===== src/rtl/number_to_ascii.sv =====
// Serializes a signed integer into an ASCII decimal byte stream: optional '-', digits without
// leading zeros, optional terminator. The binary-to-BCD step is double-dabble, one bit per cycle.
module number_to_ascii #(
    parameter int         NUM_BITS   = 16,
    parameter int         MAX_DIGITS = 5,
    parameter int         TERM_EN    = 1,
    parameter logic [7:0] TERM_CHAR  = 8'h0A
) (
    input  logic                clk,
    input  logic                reset,
    input  logic [NUM_BITS-1:0] num_in,
    input  logic                in_valid,
    output logic                in_ready,
    output logic [7:0]          char_out,
    output logic                out_valid,
    input  logic                out_ready,
    output logic                last
);

    localparam int BCD_W = 4 * MAX_DIGITS;
    localparam int IDX_W = (MAX_DIGITS > 1) ? $clog2(MAX_DIGITS) : 1;
    localparam int CNT_W = $clog2(NUM_BITS + 1);

    typedef enum logic [2:0] {IDLE, CONVERT, SIGN, DIGITS, TERM} state_t;

    state_t              state_q;
    logic                neg_q;
    logic [NUM_BITS-1:0] mag_q;
    logic [BCD_W-1:0]    bcd_q;
    logic [CNT_W-1:0]    cnt_q;
    logic [IDX_W-1:0]    idx_q;
    logic [7:0]          char_q;
    logic                valid_q;
    logic                last_q;
    logic                ready_q;

    logic [BCD_W-1:0]    bcdAdj;
    logic [BCD_W-1:0]    bcd_d;
    logic [NUM_BITS-1:0] mag_d;
    logic [IDX_W-1:0]    firstIdx;

    function automatic logic [7:0] asciiDigit(input logic [BCD_W-1:0] b, input logic [IDX_W-1:0] i);
        return 8'h30 | {4'h0, b[4*i +: 4]};
    endfunction

    // One double-dabble step, plus the most significant nonzero digit of the shifted result
    always_comb begin
        bcdAdj   = '0;
        firstIdx = '0;
        for (int i = 0; i < MAX_DIGITS; i++) begin
            bcdAdj[4*i +: 4] = (bcd_q[4*i +: 4] >= 4'd5) ? bcd_q[4*i +: 4] + 4'd3 : bcd_q[4*i +: 4];
        end
        bcd_d = {bcdAdj[BCD_W-2:0], mag_q[NUM_BITS-1]};
        mag_d = {mag_q[NUM_BITS-2:0], 1'b0};
        for (int i = 0; i < MAX_DIGITS; i++) begin
            if (bcd_d[4*i +: 4] != 4'd0) firstIdx = IDX_W'(i);
        end
    end

    always_ff @(posedge clk or posedge reset) begin
        if (reset) begin
            state_q <= IDLE;
            neg_q   <= 1'b0;
            mag_q   <= '0;
            bcd_q   <= '0;
            cnt_q   <= '0;
            idx_q   <= '0;
            char_q  <= '0;
            valid_q <= 1'b0;
            last_q  <= 1'b0;
            ready_q <= 1'b1;
        end else begin
            case (state_q)
                IDLE: begin
                    if (in_valid) begin
                        neg_q   <= num_in[NUM_BITS-1];
                        // Unsigned magnitude: the most negative value maps cleanly to 2^(N-1)
                        mag_q   <= num_in[NUM_BITS-1] ? (~num_in + 1'b1) : num_in;
                        bcd_q   <= '0;
                        cnt_q   <= CNT_W'(NUM_BITS);
                        ready_q <= 1'b0;
                        state_q <= CONVERT;
                    end
                end
                CONVERT: begin
                    bcd_q <= bcd_d;
                    mag_q <= mag_d;
                    cnt_q <= cnt_q - 1'b1;
                    if (cnt_q == CNT_W'(1)) begin
                        idx_q   <= firstIdx;
                        valid_q <= 1'b1;
                        if (neg_q) begin
                            char_q  <= 8'h2D;
                            last_q  <= 1'b0;
                            state_q <= SIGN;
                        end else begin
                            char_q  <= asciiDigit(bcd_d, firstIdx);
                            last_q  <= (firstIdx == '0) && (TERM_EN == 0);
                            state_q <= DIGITS;
                        end
                    end
                end
                SIGN: begin
                    if (out_ready) begin
                        char_q  <= asciiDigit(bcd_q, idx_q);
                        last_q  <= (idx_q == '0) && (TERM_EN == 0);
                        state_q <= DIGITS;
                    end
                end
                DIGITS: begin
                    if (out_ready) begin
                        if (idx_q == '0) begin
                            if (TERM_EN != 0) begin
                                char_q  <= TERM_CHAR;
                                last_q  <= 1'b1;
                                state_q <= TERM;
                            end else begin
                                valid_q <= 1'b0;
                                last_q  <= 1'b0;
                                ready_q <= 1'b1;
                                state_q <= IDLE;
                            end
                        end else begin
                            idx_q  <= idx_q - 1'b1;
                            char_q <= asciiDigit(bcd_q, idx_q - 1'b1);
                            last_q <= (idx_q == IDX_W'(1)) && (TERM_EN == 0);
                        end
                    end
                end
                TERM: begin
                    if (out_ready) begin
                        valid_q <= 1'b0;
                        last_q  <= 1'b0;
                        ready_q <= 1'b1;
                        state_q <= IDLE;
                    end
                end
                default: begin
                    valid_q <= 1'b0;
                    last_q  <= 1'b0;
                    ready_q <= 1'b1;
                    state_q <= IDLE;
                end
            endcase
        end
    end

    assign in_ready  = ready_q;
    assign char_out  = char_q;
    assign out_valid = valid_q;
    assign last      = last_q;

endmodule


===== config.mk =====
export PLATFORM = sky130hd
export DESIGN_NAME = number_to_ascii
export DESIGN_NICKNAME = d
export VERILOG_FILES = /design/src/rtl/number_to_ascii.sv
export SDC_FILE = /design/constraint.sdc
export NUM_CORES = 1
export LEC_CHECK = 0
export BUFFER_PORTS_ARGS = -buffer_cell sky130_fd_sc_hd__buf_2
export CORE_MARGIN = 2
export CORE_UTILIZATION = 42
export CTS_CLUSTER_DIAMETER = 30
export DETAILED_ROUTE_END_ITERATION = 16
export PLACE_DENSITY = 0.68
export SLEW_MARGIN = 20
export SYNTH_ARGS = -nofsm -noshare
export SYNTH_HDL_FRONTEND = slang
export SYNTH_SLANG_ARGS = --single-unit

===== constraint.sdc =====
create_clock -name clk -period 3.6 [get_ports clk]
set_input_delay 0.54 -clock clk [delete_from_list [all_inputs] [get_ports clk]]
set_output_delay 0.54 -clock clk [all_outputs]
set_load 0.1 [all_outputs]

; Yosys cells after proc, flatten, opt, wreduce, memory -nomap -nowiden
; Index checks and enable logic that the tools add are counted.
; W data, S select, Z words.
[word_totals]
register_bits = 59
in_bits = 20
out_inout_bits = 11
[op_classes]
add_sub_neg = 8
n_lt_le_gt_ge = 5
eq_ne = 13
n_shift = 3
n_mux = 44
n_bitwise = 4
n_reduce_logical = 20
[ops]
columns = operator, count
row1 = $shiftx A20 B6 Y4, 3
row2 = $pmux W20 S2, 1
row3 = $mux W3, 11
row4 = $mux W16, 2
row5 = $pmux W16 S2, 1
row6 = $mux W8, 3
row7 = $pmux W8 S3, 1
row8 = $ge A4 B3 Y1 const B, 5
row9 = $mux W20, 1
row10 = $add A16 B1 Y16 const B, 1
row11 = $add A4 B2 Y4 const B, 4
row12 = $mux W4, 4
row13 = $not A16 Y16, 1
row14 = $reduce_bool A4 Y1, 4
row15 = $pmux W3 S5, 1
row16 = $ne A2 B2 Y1 const B, 7
row17 = $reduce_and A4 Y1, 3
row18 = $mux W5, 2
row19 = $pmux W5 S2, 1
row20 = $mux W1, 9
row21 = $eq A3 B2 Y1 const B, 2
row22 = $logic_not A3 Y1, 2
row23 = $mux W6, 1
row24 = $pmux W1 S3, 2
row25 = 18 further kinds, 25

; Depth between registers and ports, before layout
; Gate-level depths: netlist of the first run.
[logic_depth]
ltp_word = 11
ltp_mapped = 11
mapped_depth_nobuf = 9

; Worst setup path after synthesis of the first run
; Ideal clock, no wire load.
[synth_timing]
path_kind = register to register
startpoint = register idx_q[0]
endpoint = register char_q[2] (netlist: char_out[2])
setup_ps = 82
t_arrival_ps = 2240
setup_slack_ps = 1278
path_stages_with_launch = 11
period_less_slack_ps = 2322
path_cell_list = dfrtp_1 buf_2 buf_2 inv_1 ha_1 clkbuf_1 o22ai_1 a2111o_1 o2111ai_1 o21ai_0 a31oi_1
[synth_via]
elab_chain_cells = 5
elab_cells_between_ends = 8
cone_classes = add/sub (1) / shift (2) / mux (4) / reduce/logical (1)
[synth_rtl]
columns = element, line
row1 = "start, declared", 31  ; logic [IDX_W-1:0] idx_q;
row2 = "start signal, assigned", 90  ; idx_q <= firstIdx;
row3 = "start signal, assigned", 124  ; idx_q <= idx_q - 1'b1;
row4 = $sub A3 B1 Y3, 125  ; char_q <= asciiDigit(bcd_q, idx_q - 1'b1);
row5 = $shiftx A20 B6 Y4, 43  ; return 8'h30 | {4'h0, b[4*i +: 4]};
row6 = $mux W6, 112  ; if (idx_q == '0) begin
row7 = $mux W8, 111  ; if (out_ready) begin
row8 = $pmux W8 S3 (*), 73  ; case (state_q)
row9 = "end signal, assigned", 97  ; char_q <= asciiDigit(bcd_d, firstIdx);
row10 = "end signal, assigned", 105  ; char_q <= asciiDigit(bcd_q, idx_q);
row11 = "end signal, assigned", 125
row12 = "end, declared", 32  ; logic [7:0] char_q;
; Every way passes the cells marked *; elsewhere a longest branch is shown, timed or not. The select of a mux whose other input is x is not followed.
; A chain may end at the register's enable or synchronous reset.

; Final worst setup path of the first run
; Ends and elaborated chain as after synthesis.

==> results of run 1 <==
Yosys cell counts (2+ instances only):
master	n	area [µm²]
dfrtp_1	56	1400
nand2_1	51	191
o21ai_0	35	175
a21oi_1	28	140
inv_1	23	86.3
nor2_1	22	82.6
o21ai_1	18	90.1
a22oi_1	17	128
clkbuf_1	16	60.1
ha_1	15	188
xor2_1	13	114
nor3_1	12	60.1
buf_2	9	45.0
nand3_1	9	45.0
a22o_1	7	61.3
mux2i_1	7	70.1
mux4_2	6	135
nand2b_1	6	37.5
nand3b_1	6	45.0
nor3b_1	6	45.0
xnor2_1	6	52.6
a31oi_1	5	31.3
nor2b_1	5	31.3
o31ai_1	5	37.5
buf_4	4	30.0
a211o_1	3	26.3
a21oi_2	3	26.3
and2_1	3	18.8
and3_1	3	18.8
nand4_1	3	18.8
o22ai_1	3	18.8
a211oi_1	2	15.0
a21o_1	2	15.0
a221o_1	2	20.0
a32oi_1	2	17.5
mux2_2	2	22.5
nor4b_1	2	17.5
o2111ai_1	2	17.5
o2bb2ai_1	2	17.5
o41ai_1	2	17.5
or3_1	2	12.5
or4_1	2	15.0
cells by family (layout without fill, tap and decap cells):
| family | after synthesis | in the layout | share of synthesized area |
|---|---|---|---|
| fa+ha+maj | 15 | 15 | 0.0472 |
| mux | 15 | 15 | 0.0573 |
| xor+xnor | 19 | 19 | 0.0419 |
| other cells | 1 | 2 | 0.000944 |
| flops | 57 | 57 | 0.359 |
| compound gates | 150 | 150 | 0.244 |
| buf+inv | 54 | 75 | 0.0595 |
| simple gates | 143 | 143 | 0.190 |
power by group:
part | total [W] | switching (W) | internal, W
Sequential | 0.00127 | 0.000365 | 0.000905
Combinational | 0.00238 | 0.00153 | 0.000852
Clock | 0.000697 | 0.000300 | 0.000397
critical path: stages, from the launching register on:
cell and delay, ns:
dfrtp_1 0.77, inv_1 0.20, ha_1 0.31, xnor2_1 0.46
a21oi_1 0.13, a2111o_1 0.41, o2111ai_1 0.10, o21ai_0 0.11
a31oi_1 0.14
path summary, 6_finish.rpt:
kind                                           end  slack, ns  depth (start not counted)
setup / recovery           char_out[2]$_DFFE_PP0P_       0.89                          8
hold / removal                mag_q[5]$_DFFE_PP0P_       0.33                          2
setup reg to reg           char_out[2]$_DFFE_PP0P_       0.89                          8
hold reg to reg            char_out[5]$_DFFE_PP0P_       0.49                          1
max in group asynchronous     bcd_q[9]$_DFFE_PP0P_       2.49                          3
min in group clk              in_ready$_DFFE_PP1P_       0.48                          3
registers in the layout, summed over array words and instances (netlist names), 3 cells and up:
signal,cells
state_q,3
char_out,6
mag_q,16
bcd_q,20
cnt_q,5
idx_q,3
metal layers:
layer / vias up / part of all wire / routed length (µm)
li1: 1690 / - / -
met1: 1638 / 0.47 / 4450
met2: 110 / 0.46 / 4420
met3: 12 / 0.057 / 541
met4: 0 / 0.012 / 118
met5: - / 0 / 0
per-stage QoR:
step | area, µm² | utilization | setup WS [ns] | hold WS [ns] | cells
2_1_floorplan | 3980 | - | 1.28 | 0.450 | 455
3_3_place_gp | 4170 | 0.453 | 1.02 | 0.472 | 571
3_5_place_dp | 4170 | 0.453 | 0.935 | 0.480 | 571
4_1_cts | 4390 | 0.478 | 0.911 | 0.345 | 587
5_1_grt | 4390 | 0.478 | 0.670 | 0.378 | 587
6_report | 4390 | 0.478 | 0.886 | 0.327 | 587
final cells by class:
| type | instances | area, µm² |
|---|---|---|
| sequential | 57 | 1430 |
| clock buffer | 9 | 124 |
| inverter | 24 | 90.1 |
| timing repair buffer | 35 | 193 |
| tap | 111 | 139 |
| fill | 899 | 4800 |
| multi-input combinational | 344 | 2320 |
| clock inverter | 7 | 103 |
==> metrics.txt, run 1 <==
headroom to the max-slew limit=0.484; Critical Path Fanout Max=16; fin nets=506; initial drt markers=between 150 and 200; Slew @ Worst Pin=around 0.77 ns; fmax=~370 MHz; Ant. Diodes=0; reg-to-reg startpoint=idx_q[0]$_DFFE_PP0P_; Max Cap Violations=0; vias in the first global route=approximately 3,200; Post-CTS Resized=0; total grt overflow=0; # IOs=31; final number of setup-violating endpoints=0; antenna violations before repair=0; synthesized cell area=around 4000 µm²; met1 Use GR=0.267; met2 usage=0.319; Std-Cell Rows=35; endpoints failing hold=0; Core Area=roughly 9200 µm²; Total Die Area=around 10,000 µm²; power after layout=~0.0043 W; Root Buffer=clkbuf_8; Via density=between 5 and 6; Final Cycle Share=0.754; Layout Skew=~0.0096 ns; DP Wirelength=between 6000 and 7000 µm; CTS Buf Count=9; most frequent cells in the layout=dfrtp_1 (56), nand2_1 (51), o21ai_0 (35); synth warn=0; worst IR drop on VDD=0.000305 V; busiest grt layer=met2; depth of the CTS H-tree=3; Die X=roughly 100 µm; Critical Path End Type=register; TritonRoute pass-1 iters=5; Syn Area/Cell=between 8 and 9 µm²; DR WL/cell=about 16 µm; Slew Limit Fails=0; status=finished, final reports clean; post-synthesis register bit count=57; CP Class=register to register; first-pass GRT wire length=between 15,000 and 20,000 µm; Arr. time, crit path=approximately 3 ns; post-synthesis sequential area ratio=0.359; Post-synth EDFFs=0; CTS clk-pin slew, worst paths=0.08 ns; clk_lat worst skew=roughly 0.34 ns; largest net degree at the start of global routing=37; hold buffers post-CTS=0; Hold WC Path Type=primary input to async pin; Routed Antenna Nets=0; leakage power=around 1.9 nW; GRT Overall Usage=0.196; TritonCTS clock tree=built; Worst Setup SP=idx_q[0]$_DFFE_PP0P_; GR met3 Demand/Resource=0.0386; Placer Congestion=roughly 0.94; fraction of layout cells with a size suffix above 1=0.162; minimum period implied by the final worst setup slack=2.71 ns; Die H=between 100 and 150 µm; postcts setup bufs=0; most common cell after layout, fill and taps aside=dfrtp_1; Worst EP required=between 3 and 4 ns; post-synthesis cell count=454; CTS sink cnt=57; CP startpoint kind=register; Buffers on Ports=28; top_reg_cell synth=dfrtp_1; Layout area overhead=10.5%; setup TNS=0 ns; PD cells=between 900 and 1000 nW/µm²; vias=around 3,500; DRC violation count after routing=0; Initial Util=0.432; async set-or-reset flop fraction in the synthesized netlist=1.00; final WL=approximately 9500 µm; Synth cell types=approximately 70; worst-case clock buffer depth=2; RSZ-0062 raised after global routing=no
Power figures use the tool's default switching activity.
==> run 2: changes to the inputs <==
- clock period: 3.6 -> 2.5 ns (I/O delays scaled with it)
==> metrics.txt, run 2 (same netlist as run 1, synthesis figures left out) <==
endpoints failing hold=0 (unchanged); fmax=428 MHz (was 368 MHz); most common cell after layout, fill and taps aside=dfrtp_1 (unchanged); antenna violations before repair=0 (unchanged); Slew Limit Fails=0 (unchanged); Worst R2R Path Depth=9 (was 8); Root Buffer=clkbuf_8 (unchanged); DP Wirelength=7530 µm (was 6920 µm); Die H=101 µm (unchanged); Layout area overhead=13.8% (was 10.5%); Worst Setup SP=bcd_q[13]$_DFFE_PP0P_ (was idx_q[0]$_DFFE_PP0P_); PD cells=1440 nW/µm² (was 990 nW/µm²); max reg flops=20 (unchanged); Final Cycle Share=0.935 (was 0.754); switching share of power=0.499 (was 0.505); initial drt markers=269 (was 197); RSZ-0062 raised after global routing=no (unchanged); depth of the CTS H-tree=3 (unchanged); Initial Util=0.432 (unchanged); DRC violation count after routing=0 (unchanged); Final Non-Filler Cells=600 (was 587); most frequent cells in the layout=dfrtp_1 (55), nand2_1 (51), o21ai_0 (35) (was dfrtp_1 (56), nand2_1 (51), o21ai_0 (35)); Die X=101 µm (unchanged); P_int=0.00327 W (was 0.00215 W); Via density=5.90 (was 5.88); dpl cells=584 (was 571); Worst EP required=2.74 ns (was 3.87 ns); TritonRoute pass-1 iters=5 (unchanged); Arr. time, crit path=2.58 ns (was 2.98 ns); Layout Skew=0.0100 ns (was 0.00963 ns); CTS Buf Count=9 (unchanged); Core Area=9200 µm² (unchanged); DR WL/cell=16.8 µm (was 16.2 µm); final WL=10,100 µm (was 9530 µm); Placer Congestion=0.964 (was 0.940); final number of setup-violating endpoints=0 (unchanged); Reg2Reg Capture Point=char_out[3]$_DFFE_PP0P_ (was char_out[2]$_DFFE_PP0P_); postcts setup bufs=0 (unchanged); fin nets=519 (was 506); Critical Path Fanout Max=7 (was 16); fill count=875 (was 899); Max Cap Violations=0 (unchanged); Clock Power Share=0.154 (was 0.160); Ant. Diodes=0 (unchanged); minimum period implied by the final worst setup slack=2.34 ns (was 2.71 ns); Critical Path End Type=register (unchanged); leakage power=1.96 nW (was 1.88 nW); Slew @ Worst Pin=0.667 ns (was 0.774 ns); Largest Register=bcd_q (unchanged); largest net degree at the start of global routing=31 (was 37); final worst slack=0.164 ns (was 0.886 ns); reg-to-reg startpoint=bcd_q[13]$_DFFE_PP0P_ (was idx_q[0]$_DFFE_PP0P_); headroom to the max-slew limit=0.555 (was 0.484); Total Die Area=10,300 µm² (unchanged); status=finished, final reports clean (unchanged); first-pass GRT wire length=16,300 µm (was 16,000 µm); R2R Setup Slk=0.16 ns (was 0.89 ns); clk_lat worst skew=0.36 ns (was 0.34 ns); Routed Antenna Nets=0 (unchanged); CP Class=register to register (unchanged); CP startpoint kind=register (unchanged); power after layout=0.00653 W (was 0.00435 W); worst IR drop on VDD=0.000483 V (was 0.000305 V); fin util=0.492 (was 0.478); total grt overflow=0 (unchanged); worst slack, placed=0.132 ns (was 0.935 ns); GRT Overall Usage=0.204 (was 0.196); switching power=0.00326 W (was 0.00219 W); Std-Cell Rows=35 (unchanged); Logic pwr share=0.580 (was 0.548); worst-case clock buffer depth=2 (unchanged); # IOs=31 (unchanged); CTS clk-pin slew, worst paths=0.07 ns (was 0.08 ns); vias=3,541 (was 3,450); CTS sink cnt=57 (unchanged); hold buffers post-CTS=0 (unchanged); Hold WC Path Type=primary input to async pin (unchanged); fraction of layout cells with a size suffix above 1=0.196 (was 0.162); vias in the first global route=3,324 (was 3,245); Post-CTS Resized=0 (unchanged); sequential power share=0.267 (was 0.292); setup TNS=0 ns (unchanged); Buffers on Ports=28 (unchanged); TritonCTS clock tree=built (unchanged)
## run 2: how the worst max path moves through the flow
stage	to	slack [ns]
after floorplan	char_out[2]$_DFFE_PP0P_	0.18
after global placement	char_out[2]$_DFFE_PP0P_	0.26
after detailed placement	char_out[1]$_DFFE_PP0P_	0.13
after CTS	char_out[1]$_DFFE_PP0P_	0.11
after global routing	char_out[0]$_DFFE_PP0P_	0.02
final	char_out[3]$_DFFE_PP0P_	0.16
## run 2: metrics by stage
stage / cell area (µm²) / hold slack (ns)
6_report: 4520 / 0.116
5_1_grt: 4520 / 0.141
4_1_cts: 4490 / 0.127
3_5_place_dp: 4260 / 0.475
3_3_place_gp: 4260 / 0.468
2_1_floorplan: 3980 / 0.450
## run 2: area by class of cell
type | instances | area [µm²] | area share
sequential | 57 | 1430 | 0.316
timing repair buffer | 48 | 290 | 0.0642
multi-input combinational | 344 | 2350 | 0.519
inverter | 24 | 90.1 | 0.0199
clock inverter | 7 | 104 | 0.0230
clock buffer | 9 | 124 | 0.0274
tap | 111 | 139 | 0.0307
## run 2: power by group through the flow
stage                     Sequential (W)  Combinational, W  Clock [W]
final                            0.00174           0.00379    0.00100
after global routing             0.00180           0.00416    0.00107
after CTS                        0.00173           0.00369    0.00103
after detailed placement         0.00174           0.00367          0
after global placement           0.00173           0.00361          0
after floorplan                  0.00200           0.00246          0
## run 2: per-layer routing
layer  GRT usage  wire length, µm
met5           0                0
met4      0.0936              279
met3      0.0428              539
met2       0.329             4720
met1       0.264             4540
## run 2: worst max-delay path, stage by stage, from the launching register on
cell and delay [ns]:
dfrtp_1 0.41, inv_1 0.11, ha_1 0.20, nand2b_2 0.20
a21oi_2 0.15, mux2i_1 0.52, nor3b_4 0.12, o22ai_1 0.18
a21oi_1 0.08, a211o_1 0.26
==> run 3: changes to the inputs <==
- RECOVER_POWER: default -> 50
==> metrics.txt, run 3 (same netlist as run 1, synthesis figures left out) <==
worst IR drop on VDD=0.000482 V (was 0.000483 V); R2R Setup Slk=0.16 ns (about the same); TritonCTS clock tree=built (unchanged); final worst slack=0.165 ns (was 0.164 ns); final WL=10,100 µm (about the same); Slew @ Worst Pin=1.20 ns (was 0.667 ns); critical-path cell list=inv_1 -> ha_1 -> nand2b_2 -> a21oi_2 -> mux2i_1 -> o31ai_1 -> a31oi_1 -> o21ai_1 -> a31o_1 (was inv_1 -> ha_1 -> nand2b_2 -> a21oi_2 -> mux2i_1 -> nor3b_4 -> o22ai_1 -> a21oi_1 -> a211o_1); Ant. Diodes=0 (unchanged); Via density=5.94 (was 5.90); Slew Limit Fails=0 (unchanged); Routed Antenna Nets=0 (unchanged); antenna violations before repair=0 (unchanged); # IOs=31 (unchanged); RSZ-0062 raised after global routing=no (unchanged); PD cells=1450 nW/µm² (was 1440 nW/µm²); depth of the CTS H-tree=3 (unchanged); P_int=0.00327 W (about the same); setup TNS=0 ns (unchanged); Worst R2R Path Depth=9 (unchanged); Core Area=9200 µm² (unchanged); GRT Overall Usage=0.204 (unchanged); clk_lat worst skew=0.35 ns (was 0.36 ns); fraction of layout cells with a size suffix above 1=0.182 (was 0.196); Placer Congestion=0.964 (unchanged); Std-Cell Rows=35 (unchanged); critical path depth=9 (unchanged); Layout Cell Area excl Fill=4510 µm² (was 4520 µm²); Root Buffer=clkbuf_8 (unchanged); Hold WC Path Type=primary input to register (was primary input to async pin); most frequent cells in the layout=dfrtp_1 (55), nand2_1 (51), o21ai_0 (35) (unchanged); CTS Buf Count=9 (unchanged); switching power=0.00326 W (about the same); Buffers on Ports=28 (unchanged); Max Cap Violations=0 (unchanged); Final Cycle Share=0.934 (was 0.935); endpoints failing hold=0 (unchanged); Slowest-stage cell, CP=mux2i_1 (unchanged); fin util=0.490 (was 0.492); Critical Path Fanout Max=5 (was 7); CTS sink cnt=57 (unchanged); postcts setup bufs=0 (unchanged); sequential power share=0.267 (about the same); switching share of power=0.500 (was 0.499); fmax=428 MHz (about the same); minimum period implied by the final worst setup slack=2.34 ns (about the same); most common cell after layout, fill and taps aside=dfrtp_1 (unchanged); Logic pwr share=0.580 (about the same); Die X=101 µm (unchanged); headroom to the max-slew limit=0.199 (was 0.555); initial drt markers=282 (was 269); vias=3,562 (was 3,541); CTS clk-pin slew, worst paths=0.08 ns (was 0.07 ns); worst slack, placed=0.132 ns (unchanged); Initial Util=0.432 (unchanged); Worst EP required=2.75 ns (was 2.74 ns); Layout area overhead=13.4% (was 13.8%); total grt overflow=0 (unchanged); delay-heaviest family, CP=compound AO/OA/AOI/OAI gates (unchanged); Layout Skew=0.00955 ns (was 0.0100 ns); DRC violation count after routing=0 (unchanged); status=finished, final reports clean (unchanged); Buf/Inv on CP=1 (unchanged); CP Class=register to register (unchanged); CP peak stage delay=0.51 ns (was 0.52 ns); hold depth=3; Arr. time, crit path=2.58 ns (about the same); Critical Path End Type=register (unchanged); largest net degree at the start of global routing=31 (unchanged); Placed Area=4260 µm² (unchanged); max reg flops=20 (unchanged); fill count=878 (was 875); Largest Register=bcd_q (unchanged); Clock Power Share=0.153 (was 0.154); Total Die Area=10,300 µm² (unchanged); final number of setup-violating endpoints=0 (unchanged); DP Wirelength=7530 µm (unchanged); TritonRoute pass-1 iters=6 (was 5); vias in the first global route=3,324 (unchanged); CP startpoint kind=register (unchanged); Die H=101 µm (unchanged); DR WL/cell=16.8 µm (about the same); fin nets=519 (unchanged); first-pass GRT wire length=16,300 µm (unchanged); worst-case clock buffer depth=2 (unchanged); leakage power=1.95 nW (was 1.96 nW)
[run 3: layout make-up]
class | instances | area, µm² | area share
Multi-Input combinational cell | 344 | 2350 | 0.520
Sequential cell | 57 | 1430 | 0.317
Timing Repair Buffer | 48 | 277 | 0.0613
Tap cell | 111 | 139 | 0.0308
Clock buffer | 9 | 124 | 0.0275
Clock inverter | 7 | 104 | 0.0230
Inverter | 24 | 90.1 | 0.0200
[run 3: tightest hold or removal path: stages]
cell       delay, ns
buf_2           0.11
o2bb2ai_1       0.11
a21oi_1         0.06
[run 3: what timing repair did]
| action | CTS | global route |
|---|---|---|
| endpoints found under the setup margin | 0 | 2 |
| hold buffers | 0 | 0 |
| gates resized for setup | 0 | 7 |
[run 3: metrics by stage]
step	total power, W	hold WS [ns]	cells
6_report	0.00653	0.298	600
5_1_grt	0.00701	0.311	600
4_1_cts	0.00644	0.127	600
3_5_place_dp	0.00541	0.475	584
3_3_place_gp	0.00534	0.468	584
2_1_floorplan	0.00445	0.450	455
[run 3: routing by layer]
metal	up-vias	global-route usage	wire length, µm
met5	-	0	0
met4	0	0.0936	308
met3	31	0.0428	591
met2	132	0.329	4690
met1	1689	0.264	4480
li1	1710	-	-
[run 3: final timing paths]
| path | start | endpoint |
|---|---|---|
| setup / recovery | bcd_q[13]$_DFFE_PP0P_ | char_out[0]$_DFFE_PP0P_ |
| hold / removal | in_valid | in_ready$_DFFE_PP1P_ |
| setup reg to reg | bcd_q[13]$_DFFE_PP0P_ | char_out[0]$_DFFE_PP0P_ |
| hold reg to reg | char_out[5]$_DFFE_PP0P_ | char_out[5]$_DFFE_PP0P_ |
| max in group asynchronous | reset | bcd_q[1]$_DFFE_PP0P_ |
| min in group asynchronous | reset | bcd_q[6]$_DFFE_PP0P_ |
[run 3: power by group through the flow]
stage	registers [W]	clock network [W]	logic, W
global placement	0.00173	0	0.00361
finish	0.00174	0.00100	0.00378
global route	0.00180	0.00107	0.00415
detailed placement	0.00174	0	0.00367
floorplan	0.00200	0	0.00246
CTS	0.00173	0.00103	0.00369
